## src/rtl/top_pkg.sv

```systemverilog
// Shared types and constants for the crypto-core
// sequencing controller.
package top_pkg;

  typedef enum logic [3:0] {
    S_IDLE     = 4'd0,
    S_LOAD_KEY = 4'd1,
    S_KDF      = 4'd2,
    S_WAIT_MSG = 4'd3,
    S_LOAD_MSG = 4'd4,
    S_AES      = 4'd5,
    S_MAC      = 4'd6,
    S_OUT_C    = 4'd7,
    S_GAP      = 4'd8,
    S_OUT_M    = 4'd9
  } state_e;

  localparam int SALT_BYTES   = 16;
  localparam int MSG_BYTES    = 16;
  localparam int CIPHER_BYTES = 16;
  localparam int MAC_BYTES    = 32;

  localparam logic AES_ENC = 1'b0;
  localparam logic AES_DEC = 1'b1;

endpackage

```

## src/rtl/out_serializer.sv

```systemverilog
// Byte serializer: parallel 256-bit load, LSB byte
// first, registered data/valid and a last-byte flag.
module out_serializer (
  input  logic         clk,
  input  logic         rst_n,
  input  logic         load_i,
  input  logic [255:0] data_i,
  input  logic [5:0]   len_i,
  output logic [7:0]   data_o,
  output logic         valid_o,
  output logic         done_o
);

  logic [255:0] buf_q;
  logic [5:0]   cnt_q;
  logic [5:0]   len_q;
  logic [7:0]   data_q;
  logic         valid_q;

  // done marks the cycle in which the last byte is on data_o
  assign done_o  = valid_q && (cnt_q == len_q);
  assign data_o  = data_q;
  assign valid_o = valid_q;

  always_ff @(posedge clk or negedge rst_n) begin
    if (!rst_n) begin
      buf_q   <= '0;
      cnt_q   <= '0;
      len_q   <= '0;
      data_q  <= '0;
      valid_q <= 1'b0;
    end else if (load_i) begin
      buf_q   <= data_i;
      len_q   <= len_i;
      cnt_q   <= 6'd1;
      data_q  <= data_i[7:0];
      valid_q <= 1'b1;
    end else if (valid_q) begin
      if (done_o) begin
        valid_q <= 1'b0;
        data_q  <= '0;
        cnt_q   <= '0;
      end else begin
        data_q <= buf_q[{cnt_q[4:0], 3'b000} +: 8];
        cnt_q  <= cnt_q + 6'd1;
      end
    end
  end

endmodule

```

## src/rtl/top_ctrl.sv

```systemverilog
// Sequencing controller: key load, KDF, message load,
// AES, HMAC, then cipher/MAC byte bursts to the host.
module top_ctrl
  import top_pkg::*;
#(
  parameter int PW_BYTES = 15
) (
  input  logic                  clk,
  input  logic                  rst_n,
  input  logic [7:0]            i_data,
  input  logic                  i_start,
  input  logic                  i_mode,
  output logic [7:0]            o_data,
  output logic                  o_valid,
  output logic                  o_ien,
  output logic [127:0]          o_salt,
  output logic [8*PW_BYTES-1:0] o_pw,
  output logic [127:0]          o_msg,
  output logic                  o_mode,
  output logic                  kdf_start,
  input  logic                  kdf_done,
  output logic                  aes_start,
  input  logic                  aes_done,
  input  logic [127:0]          aes_cipher,
  output logic                  mac_start,
  input  logic                  mac_done,
  input  logic [255:0]          mac_value
);

  localparam int PW_W = 8 * PW_BYTES;
  // counter runs one behind the byte index in load states
  localparam logic [5:0] SALT_LAST = 6'(SALT_BYTES - 2);
  localparam logic [5:0] KEY_LAST  = 6'(SALT_BYTES + PW_BYTES - 2);
  localparam logic [5:0] MSG_LAST  = 6'(MSG_BYTES - 2);

  state_e         state_q, state_d;
  logic [5:0]     cnt_q, cnt_d;
  logic [127:0]   salt_q, salt_d;
  logic [PW_W-1:0] pw_q, pw_d;
  logic [127:0]   msg_q, msg_d;
  logic [127:0]   cipher_q, cipher_d;
  logic [255:0]   mac_q, mac_d;
  logic           mode_q, mode_d;
  logic           kdf_q, aes_q, macs_q;

  logic           ser_load;
  logic [255:0]   ser_data;
  logic [5:0]     ser_len;
  logic           ser_done;

  always_comb begin
    state_d  = state_q;
    salt_d   = salt_q;
    pw_d     = pw_q;
    msg_d    = msg_q;
    cipher_d = cipher_q;
    mac_d    = mac_q;
    mode_d   = mode_q;
    ser_load = 1'b0;
    ser_data = '0;
    ser_len  = '0;
    unique case (state_q)
      S_IDLE: begin
        if (i_start) begin
          state_d  = S_LOAD_KEY;
          salt_d   = {120'b0, i_data};
          pw_d     = '0;
          msg_d    = '0;
          cipher_d = '0;
          mac_d    = '0;
          mode_d   = i_mode;
        end
      end
      S_LOAD_KEY: begin
        if (!i_start) begin
          state_d = S_IDLE;
          salt_d  = '0;
          pw_d    = '0;
        end else begin
          if (cnt_q <= SALT_LAST)
            salt_d = {salt_q[119:0], i_data};
          else
            pw_d = (pw_q << 8) | PW_W'(i_data);
          if (cnt_q == KEY_LAST)
            state_d = S_KDF;
        end
      end
      S_KDF: begin
        if (kdf_done && !kdf_q)
          state_d = S_WAIT_MSG;
      end
      S_WAIT_MSG: begin
        if (i_start) begin
          state_d = S_LOAD_MSG;
          msg_d   = {120'b0, i_data};
        end
      end
      S_LOAD_MSG: begin
        if (!i_start) begin
          state_d = S_WAIT_MSG;
          msg_d   = '0;
        end else begin
          msg_d = {msg_q[119:0], i_data};
          if (cnt_q == MSG_LAST)
            state_d = S_AES;
        end
      end
      S_AES: begin
        if (aes_done && !aes_q) begin
          state_d  = S_MAC;
          cipher_d = aes_cipher;
        end
      end
      S_MAC: begin
        if (mac_done && !macs_q) begin
          state_d  = S_OUT_C;
          mac_d    = mac_value;
          ser_load = 1'b1;
          ser_data = {128'b0, cipher_q};
          ser_len  = 6'(CIPHER_BYTES);
        end
      end
      S_OUT_C: begin
        if (ser_done)
          state_d = S_GAP;
      end
      S_GAP: begin
        state_d  = S_OUT_M;
        ser_load = 1'b1;
        ser_data = mac_q;
        ser_len  = 6'(MAC_BYTES);
      end
      S_OUT_M: begin
        if (ser_done)
          state_d = S_IDLE;
      end
      default: state_d = S_IDLE;
    endcase
    cnt_d = '0;
    if (state_d == state_q &&
        (state_q == S_LOAD_KEY ||
         state_q == S_LOAD_MSG))
      cnt_d = cnt_q + 6'd1;
  end

  always_ff @(posedge clk or negedge rst_n) begin
    if (!rst_n) begin
      state_q  <= S_IDLE;
      cnt_q    <= '0;
      salt_q   <= '0;
      pw_q     <= '0;
      msg_q    <= '0;
      cipher_q <= '0;
      mac_q    <= '0;
      mode_q   <= AES_ENC;
      kdf_q    <= 1'b0;
      aes_q    <= 1'b0;
      macs_q   <= 1'b0;
    end else begin
      state_q  <= state_d;
      cnt_q    <= cnt_d;
      salt_q   <= salt_d;
      pw_q     <= pw_d;
      msg_q    <= msg_d;
      cipher_q <= cipher_d;
      mac_q    <= mac_d;
      mode_q   <= mode_d;
      kdf_q    <= (state_d == S_KDF) && (state_q != S_KDF);
      aes_q    <= (state_d == S_AES) && (state_q != S_AES);
      macs_q   <= (state_d == S_MAC) && (state_q != S_MAC);
    end
  end

  out_serializer u_ser (
    .clk     (clk),
    .rst_n   (rst_n),
    .load_i  (ser_load),
    .data_i  (ser_data),
    .len_i   (ser_len),
    .data_o  (o_data),
    .valid_o (o_valid),
    .done_o  (ser_done)
  );

  assign o_ien     = (state_q == S_KDF);
  assign o_salt    = salt_q;
  assign o_pw      = pw_q;
  assign o_msg     = msg_q;
  assign o_mode    = mode_q;
  assign kdf_start = kdf_q;
  assign aes_start = aes_q;
  assign mac_start = macs_q;

endmodule

```

## config.mk

```make
export PLATFORM = sky130hd
export DESIGN_NAME = top_ctrl
export DESIGN_NICKNAME = d
export VERILOG_FILES = /design/src/rtl/top_pkg.sv /design/src/rtl/out_serializer.sv /design/src/rtl/top_ctrl.sv
export SDC_FILE = /design/constraint.sdc
export NUM_CORES = 2
export LEC_CHECK = 0
export BUFFER_PORTS_ARGS = -buffer_cell sky130_fd_sc_hd__buf_2
export CORE_AREA = 2 2 307 309
export CTS_CLUSTER_SIZE = 25
export DETAILED_ROUTE_END_ITERATION = 16
export DIE_AREA = 0 0 309 311
export HOLD_SLACK_MARGIN = 0.02
export PLACE_DENSITY_LB_ADDON = 0.12
export RECOVER_POWER = 100
export SYNTH_ARGS = -nofsm -noshare
export SYNTH_HDL_FRONTEND = slang
export SYNTH_SLANG_ARGS = --single-unit
```

## constraint.sdc

```tcl
create_clock -name clk -period 3 [get_ports clk]
set_clock_uncertainty 0.15 [all_clocks]
set_input_delay 0.9 -clock clk [delete_from_list [all_inputs] [get_ports clk]]
set_output_delay 0.9 -clock clk [all_outputs]
set_load 0.01 [all_outputs]
```

==> flow_summary.toml <==
[logic_synthesis]
synth_top_cell_area_share = 0.608
synth_area_um2 = 43100
synth_flop_cell = "dfrtp_1"
yosysTopAreaCell = "dfrtp_1"
ys_top_cells_by_area = "dfrtp_1, nand2_1, nand3_1"
synth_cells = 4244
synth-seq-cells = 1047
synth_cell_types = 62
yosysSeqAreaShare = 0.608
synth_edf_count = 0
synthArstFlopShare = 1.00
synth.avg_cell_area_um2 = 10.1
yosysWarnings = 0
syn_nets = 4648

[run_status]
status = "finished with violations"
violations = "setup timing"

[timing]
fmax_ghz = 0.332
tightest_slew_ps = 1310
rsz0062_at_grt = "false"
period_share = 1.00
slew_headroom = 0.127
setup_violations = 1
finalMaxSlewViolations = 0
hold_viol = 0
setup_ws_ps = -9.29
layout_min_cycle_time_ps = 3010
holdWs_ps = 252

[placed_design]
hpwl_mm = 99.6
dpl.cell_count = 6086
routabilityCongestion = 0.870
place_area_um2 = 49000
portBuffers = 788
preCtsSetupSlack_ps = 72.0

[floorplanning]
rows = 112
die_h_um = 311
initial_utilization = 0.464
io-pin-count = 789
core-area_um2 = 92800
die_w_um = 309
die_area_um2 = 96100

[power_and_ir_drop]
p_per_area_nw_per_um2 = 721
power.leakage_uw = 0.0258
irDropWorstVdd_v = 0.000435

[setup_path]
worstSetupPathType = "reg2reg"
worst_r2r_path_depth = 7
crit_arrival_ps = 3410
path_cells = "buf_8, buf_12, mux2_2, o221ai_1, o22ai_1, nor3_1, o211ai_1"
r2r-start = "u_ser.cnt_q[0]$_DFFE_PN0P_"
r2r-end = "u_ser.data_o[4]$_DFFE_PN0P_"
critical-path-slowest-cell = "dfrtp_4"
worst_setup_path_start_kind = "flop"
worst-endpoint-required_ps = 3400
crit_family = "compound AO/OA/AOI/OAI gates"
endpoint_kind = "flop"
max_stage_delay_ps = 550
path_buf_inv = 2
reg2reg_slack_ps = -9
cp_max_fo = 15

[hold_path]
min_path_cells = 3
holdCritStartpoint = "aes_cipher[86]"
hold_class = "in2reg"
holdPathEnd = "cipher_q[86]$_DFFE_PN0P_"

[routing]
ant_nets = 0
wire_per_inst_um = 22.2
via_per_inst = 5.43
drtPass1Iterations = 5
vias = 34200
wl_mm = 140
drc = 0
drt-initial-drc-count = 3072

[global_routing]
grt_usage = 0.288
grt_pass1_vias = 33500
grt_max_degree = 107
grt_overflow_total = 0
grt_pass1_wl_mm = 211
antenna_found_initial = 23

[final_layout]
area_growth_pct = 20.2
finalNetCount = 5350
drive_above_1_share = 0.158
final_cell_area_um2 = 51700
layout_commonest_cell = "nand2_1"
most-common-layout-cells = "nand2_1, dfrtp_1, nand3_1"
postLayoutCoreUtil = 0.558
final_cells = 6294

[clock_tree]
max-clock-path-buffers = 3
clock_sinks = 1047
ctsRootBufferMaster = "clkbuf_16"
cts_inserted_buffers = 110
clock_latency_ps = 710
cts_tree = "yes"
path_clk_slew_ps = 70
htree_levels = 3

[run]
drv_cap = 0
-- tightest hold or removal path, cell delays in order --
cell and delay [ps]:
buf_2 70, nand3_1 50, nand2_1 60
-- synthesized netlist by cell type, types with 14 or more instances --
master and count:
nor2_1 19, clkbuf_1 141, o21ai_0 158, buf_6 14, o21ai_1 101, nand2_1 1314, mux4_2 54, a22oi_1 134
dfrtp_1 1047, nand3_1 527, mux2i_1 15, inv_1 136, a22o_1 257, buf_2 161, buf_4 18
-- logic make-up after synthesis --
logic type               Yosys count  share of synthesized area
XOR/XNOR                           8                    0.00163
AO/OA/AOI/OAI                    713                      0.117
AND/OR/NAND/NOR                 1910                      0.186
buffers and inverters            480                     0.0505
multiplexers                      81                     0.0349
flip-flops                      1047                      0.608
adder cells (fa/ha/maj)            5                    0.00145
-- worst max path at each step --
stage,end,cells past startpoint,slack [ps],from
2_1_floorplan,u_ser.data_o[6]$_DFFE_PN0P_,10,550,u_ser.cnt_q[1]$_DFFE_PN0P_
3_3_place_gp,mac_q[58]$_DFFE_PN0P_,8,90,mac_done
3_5_place_dp,cipher_q[22]$_DFFE_PN0P_,8,70,i_start
4_1_cts,o_ien,2,40,state_q[1]$_DFF_PN0_
5_1_grt,mac_q[230]$_DFFE_PN0P_,8,30,state_q[2]$_DFF_PN0_
6_report,u_ser.data_o[4]$_DFFE_PN0P_,7,-9,u_ser.cnt_q[0]$_DFFE_PN0P_
-- registers in the layout, summed over array words and instances, names as in the netlist, 4 cells and up --
register	count
o_pw	120
u_ser.buf_q	256
u_ser.cnt_q	6
cipher_q	128
mac_q	256
o_salt	128
state_q	4
o_msg	128
cnt_q	6
u_ser.data_o	8
-- through the flow --
stage / power [µW] / TNS [ps]
floorplan: 20400 / 0
global placement: 23900 / 0
detailed placement: 23900 / 0
CTS: 38000 / 0
global route: 38900 / 0
finish: 37300 / -9.29
-- final cells by class --
class	instances	area, µm²
Sequential cell	1047	26200
Multi-Input combinational cell	2717	14700
Tap cell	1254	1570
Fill cell	8554	41000
Timing Repair Buffer	934	4940
Antenna cell	8	20.0
Clock buffer	154	3230
Inverter	136	510
Clock inverter	44	537
-- per-layer routing --
layer | wire, µm | vias up | track usage
li1 | - | 15900 | -
met1 | 61000 | 17000 | 0.410
met2 | 66100 | 1080 | 0.454
met3 | 8060 | 228 | 0.0473
met4 | 4410 | 8 | 0.0857
met5 | 50 | - | 0
-- timing repair --
action	CTS	global route
setup endpoints to repair	1	1
hold buffers	1	0
buffers inserted	0	1
hold endpoints to repair	27	0
resized for setup	5	1
-- power breakdown --
part           internal, µW  total, µW  switching, µW  leakage, µW
sequential            14600      15200            578       0.0146
combinational          2270       8040           5770      0.00941
clock                  8270      14100           5830      0.00185
No activity file was read; power rests on OpenSTA's default activity.
